### config.mk
export PLATFORM = sky130hd
export DESIGN_NAME = lif_sweep_scheduler
export DESIGN_NICKNAME = d
export VERILOG_FILES = /design/src/rtl/lif_sweep_scheduler.sv
export SDC_FILE = /design/constraint.sdc
export NUM_CORES = 1
export LEC_CHECK = 0
export CAP_MARGIN = 20
export CORE_ASPECT_RATIO = 1.4
export CORE_MARGIN = 1.5
export CORE_UTILIZATION = 55
export DETAILED_ROUTE_END_ITERATION = 12
export PLACE_DENSITY = 0.76
export SYNTH_ARGS = -nofsm -noshare
export SYNTH_HDL_FRONTEND = slang
export SYNTH_SLANG_ARGS = --single-unit
### constraint.sdc
create_clock -name clk -period 9 [get_ports clk]
set_clock_uncertainty 0.1 [all_clocks]
set_input_delay 1.35 -clock clk [delete_from_list [all_inputs] [get_ports clk]]
set_output_delay 1.35 -clock clk [all_outputs]
set_load 0.005 [all_outputs]
### src/rtl/lif_sweep_scheduler.sv
// Shared leaky-integrate-and-fire datapath swept across virtual neurons.
// Spikes leave as indexed events on a valid/ready stream that can stall the sweep.
module lif_sweep_scheduler #(
  parameter int NUM_NEURONS = 4,
  parameter int WIDTH       = 8,
  parameter int THRESH_RST  = 128,
  localparam int IW         = $clog2(NUM_NEURONS)
) (
  input  logic             clk,
  input  logic             rst,
  input  logic             step,
  output logic             busy,
  output logic             done,
  input  logic             stim_we,
  input  logic [IW-1:0]    stim_idx,
  input  logic [WIDTH-1:0] stim_current,
  input  logic             thr_we,
  input  logic [WIDTH-1:0] thr_value,
  output logic             spike_valid,
  output logic [IW-1:0]    spike_idx,
  input  logic             spike_ready,
  input  logic [IW-1:0]    mon_idx,
  output logic [WIDTH-1:0] mon_state
);

  typedef enum logic {IDLE, SWEEP} fsm_e;

  localparam logic [IW-1:0]    LAST = IW'(NUM_NEURONS - 1);
  localparam logic [WIDTH-1:0] TRST = WIDTH'(THRESH_RST);

  fsm_e             fsm_q, fsm_d;
  logic [IW-1:0]    idx_q;
  logic [WIDTH-1:0] state_q [NUM_NEURONS];
  logic [WIDTH-1:0] cur_q   [NUM_NEURONS];
  logic [WIDTH-1:0] thr_q, thr_sh_q;

  logic [WIDTH-1:0] st_cur, cur_sel, st_nxt;
  logic [WIDTH:0]   sum;
  logic             fire, stall, upd, last, start;

  always_comb begin
    st_cur  = state_q[idx_q];
    cur_sel = cur_q[idx_q];
    fire    = st_cur >= thr_q;
    sum     = {1'b0, cur_sel} + {2'b0, st_cur[WIDTH-1:1]};
    if (fire)
      st_nxt = '0;
    else if (sum[WIDTH])
      st_nxt = '1;
    else
      st_nxt = sum[WIDTH-1:0];
  end

  always_ff @(posedge clk or posedge rst) begin
    if (rst) fsm_q <= IDLE;
    else     fsm_q <= fsm_d;
  end

  always_comb begin
    fsm_d = fsm_q;
    start = 1'b0;
    upd   = 1'b0;
    stall = 1'b0;
    last  = idx_q == LAST;
    unique case (fsm_q)
      IDLE: begin
        if (step) begin
          start = 1'b1;
          fsm_d = SWEEP;
        end
      end
      SWEEP: begin
        stall = fire & spike_valid & ~spike_ready;
        upd   = ~stall;
        if (upd && last) fsm_d = IDLE;
      end
      default: fsm_d = IDLE;
    endcase
  end

  assign busy = fsm_q == SWEEP;

  always_ff @(posedge clk or posedge rst) begin
    if (rst) begin
      idx_q       <= '0;
      thr_q       <= TRST;
      thr_sh_q    <= TRST;
      done        <= 1'b0;
      spike_valid <= 1'b0;
      spike_idx   <= '0;
      mon_state   <= '0;
    end else begin
      if (thr_we) thr_sh_q <= thr_value;
      // a threshold written on the start edge is already the one used
      if (start) begin
        idx_q <= '0;
        thr_q <= thr_we ? thr_value : thr_sh_q;
      end else if (upd) begin
        idx_q <= last ? '0 : idx_q + IW'(1);
      end
      done <= upd & last;
      if (upd && fire) begin
        spike_valid <= 1'b1;
        spike_idx   <= idx_q;
      end else if (spike_valid && spike_ready) begin
        spike_valid <= 1'b0;
      end
      mon_state <= state_q[mon_idx];
    end
  end

  always_ff @(posedge clk or posedge rst) begin
    if (rst) begin
      for (int i = 0; i < NUM_NEURONS; i++) begin
        state_q[i] <= '0;
        cur_q[i]   <= '0;
      end
    end else begin
      if (upd) state_q[idx_q] <= st_nxt;
      if (stim_we) cur_q[stim_idx] <= stim_current;
    end
  end

endmodule
======== After elaboration in Yosys (flattened, before gate mapping) ========
Cells that the tools add are included.
operators by class
  reductions and logical operators ........ 7
  eq/ne operators ......................... 1
  multiplexer cells ....................... 28
  $add $sub $neg .......................... 2
  bitwise logic cells ..................... 9
  magnitude comparators ................... 6
operator list
  operator             count
  $mux 8               11
  $bwmux 32            2
  $bmux 8 s2           3
  $demux 8 s2          2
  $add 8x7->9          1
  $ge 3x3->1 const B   3
  $not 2->3            3
  $ge 8x8->1           1
  $lt 3x1->1 const B   2
  $mux 1               6
  $mux 2               3
  $logic_and 1x1->1    5
  $reduce_bool 2->1    2
  $and 1x1->1          3
  $not 1->1            3
  $add 2x1->2 const B  1
  $eq 2x2->1 const B   1
  $pmux 1 s2           1
storage, ports and cells
  bits of input ports ..................... 26
  bits in registers ....................... 95
  logic and storage cells ................. 69

======== Depth between registers and ports, before layout ========
  depth in word-level cells ............... 11
  depth in mapped cells ................... 11
  mapped depth without buffers ............ 8

======== Worst setup path before layout ========
Ideal clock, no wire load.
  path kind ............................... flip-flop to flip-flop
  from .................................... register idx_q[0]
  to ...................................... register state_q[21] in the netlist's numbering
  stages on the path, launching flop included .. 11
  clock period less this slack ............ 3.370 ns
  library setup time ...................... 0.121 ns
  buffers on the path ..................... 2
  slack ................................... 5.630 ns
  arrival time ............................ 3.149 ns
  cells stage by stage .................... dfrtp_1 -> buf_4 -> buf_1 -> mux4_2 -> ha_1 -> fa_1 -> a211oi_1 -> o211ai_1 -> o211a_1 -> a21o_1 -> a22o_1
on the way
  word-level cells in the longest chain between the ends .. 9
RTL lines
  item                                        RTL line     text
  from (decl)                                 32           logic [IW-1:0] idx_q;
  from (signal assigned)                      99           idx_q <= last ? '0 : idx_q + IW'(1);
  $not 2->3 (not written as such) (*)         42, 43, 119
  $bmux 8 s2                                  42           st_cur = state_q[idx_q];
  $mux 8 (not written as such) (2 in series)  42
  $ge 8x8->1                                  44           fire = st_cur >= thr_q;
  $and 1x1->1 (2 in series)                   73           stall = fire & spike_valid & ~spike_ready;
  $not 1->1                                   74           upd = ~stall;
  $mux 1                                      65           unique case (fsm_q)
  to (signal, indexed assignment)             119          if (upd) state_q[idx_q] <= st_nxt;
  to (decl)                                   33           logic [WIDTH-1:0] state_q [NUM_NEURONS];
Mark *: on every way between the ends. The rest lies on a longest branch, timed or not. The select of a mux whose other input is x is not followed.
A chain may end at the register's enable or synchronous reset.

======== Worst setup path after layout ========
  from .................................... register idx_q[0]
  to ...................................... register state_q[22] in the netlist's numbering
Same word-level chain as after synthesis.

==> impl_results.md <==
* RSZ-0062 raised after global routing: false
* Share of cells above drive strength 1 at 0.251
* Final net count at 431
* Area delta synth->final at 16.4%
* Worst slew margin at 0.463
* Crit-path cells: buf_4 > mux4_2 > ha_1 > fa_1 > a211oi_1 > o211ai_1 > o211a_1 > nor2_1 > o2bb2ai_1
* Warnings from Yosys at 0
* Final WL at 9.85 mm
* Worst-path maximum fanout at 21
* Worst-Skew Late Latency at 0.35 ns
* Total chip power at 0.00229 W
* Fin. max-slew vios at 0
* CTS tree: yes
* Crit path time final at 3.55 ns
* Run status: completed
* Initial core utilization at 0.573
* Largest net degree at the start of global routing at 64
* CTS sink count at 95
* Seq/Total Area, Yosys at 0.504
* R2r setup slk at 5.45 ns
* Arrival time worst endpoint at 3.65 ns
* Commonest non-fill, non-tap cells in the layout: dfrtp_1, mux2_2, clkdlybuf4s50_1
* Minimum hold slack at 0.388 ns
* Fillers at 609
* Commonest non-fill, non-tap cell in the layout: dfrtp_1
* Die ar. at 0.00916 mm2
* Vias in the first global route at 3,332
* Syn avg cell area at 13.6 um2
* I/O pins at 39
* Max Root-Sink Buffers at 2
* H-tree Lvls at 3
* Synth unique cells at 44
* Initial antenna violation count at 0
* CTS Hold Bufs at 0
* Post-Syn Instances at 346
* WS Path Type: reg -> reg
* N_diodes at 0
* Worst setup EP type: flip-flop
* Worst Setup SP: idx_q[0]
* Worst EP required at 9.10 ns
* Postcts setup bufs at 0
* Cell Count, Final, Fillers Out at 492
* DR vias at 3,094
* PostCTS Resize Cnt at 0
* Crit-path slowest cell: mux4_2
* Ys async rst share at 1.00
* RR Startpoint: idx_q[0]
* Cts bufs inserted at 9
* DRC viols at 0
* Critical Path Source Type: flip-flop
* Routed wire per std cell at 20.0 um
* Fmax at 282 MHz
* Setup TNS at 0 ns
* Mapped cell area at 0.00472 mm2
* FP Rows at 39
* Post-Place Cells at 476
* Clk root buf: clkbuf_16
* Vias/cell at 6.29
* Detailed Place HPWL at 7.03 mm
* Worst path top cell family by delay: compound AO/OA/AOI/OAI gates
* Die X at 81.3 um
* Die H at 113 um
* Synthesized Nets at 392
* Routability congestion estimate at 0.873
* Final hold vios at 0
* Tightest Pin Transition at 0.806 ns
* Worst Path Buf+Inv at 1
* CTS clk-pin slew, worst paths at 0.06 ns
* Most common flop cell mapped by yosys: dfrtp_1
* Core footprint at 0.00825 mm2
* Post-synth EDFFs at 0
* Final ANT Viol Nets at 0
* Max incr delay on CP at 0.60 ns
* First-pass GRT wire length at 16.7 mm
* Worst hold path class: reg -> reg
* Drt first-iter violations at 257
* Total global-route track usage at 0.246
* P per Cell Area at 416 mW/mm2
* Max-Cap Viols at 0
* Max VDD drop at 0.000207 V
* Crit share post-route at 0.394
* Hold path startpoint: spike_idx[1]
* Static Leak at 2.35 nW
* PortBufs at 38
* Final setup violation count at 0
* DR pass1 iterations at 4
* Total grt overflow at 0
* FF+latch count, synth at 95
[sequential cells by signal, indices dropped and copies added, names as in the netlist]
register and count:
cur_q 32, state_q 32, mon_state 8, thr_q 8, thr_sh_q 8, idx_q 2, spike_idx 2, busy 1
done 1, spike_valid 1
[metal layers]
layer	up-vias	routed length, um	GRT usage
li1	1397	-	-
met1	1571	3800	0.303
met2	99	5190	0.401
met3	27	490	0.0366
met4	0	371	0.146
met5	-	0	0
[synthesized netlist by cell type, types with 7 or more instances]
master,instances,share of area
a211oi_1,7,0.011
a21oi_1,10,0.011
mux2_2,45,0.11
nand2_1,7,0.0056
inv_1,13,0.010
o21ai_0,12,0.013
a21o_1,9,0.014
dfrtp_1,93,0.49
mux4_2,24,0.11
o2bb2ai_1,25,0.046
nor2_1,22,0.017
clkbuf_1,9,0.0072
ha_1,19,0.050
[kinds of logic (layout without fill, tap and decap cells)]
logic type,count (synthesis),count (layout),synth area share
buf+inv,26,70,0.0225
fa+ha+maj,20,20,0.0546
compound gates,88,88,0.141
flops,95,95,0.504
mux,71,71,0.227
xor+xnor,3,3,0.00557
simple gates,43,43,0.0461
[path summary, 6_finish.rpt]
check                                     to  depth (start not counted)
worst max-delay path             state_q[22]                          9
worst min-delay path            spike_idx[1]                          1
worst max register to register   state_q[22]                          9
worst min register to register  spike_idx[1]                          1
max in group asynchronous          cur_q[31]                          3
min in group asynchronous       spike_idx[0]                          2
[through the flow]
stage,setup slack [ns],cell area [um2],utilization
after floorplan,5.08,4720,-
after global placement,5.62,5200,0.630
after detailed placement,5.51,5200,0.630
after CTS,5.48,5500,0.667
after global routing,5.26,5500,0.667
final,5.45,5500,0.667
[final cells by class]
| class | count | area, um2 | area share |
|---|---|---|---|
| tap | 102 | 128 | 0.0232 |
| sequential | 95 | 2380 | 0.433 |
| clock buffer | 10 | 229 | 0.0417 |
| timing repair buffer | 41 | 403 | 0.0733 |
| inverter | 13 | 50.0 | 0.00911 |
| multi-input combinational | 225 | 2240 | 0.407 |
| clock inverter | 6 | 71.3 | 0.0130 |
[power breakdown]
group	switching (W)	total (W)	internal [W]
registers	0.0000887	0.000672	0.000584
logic	0.000679	0.00123	0.000553
clock network	0.000166	0.000383	0.000217
Note: power is estimated with default switching activity, not from simulation.
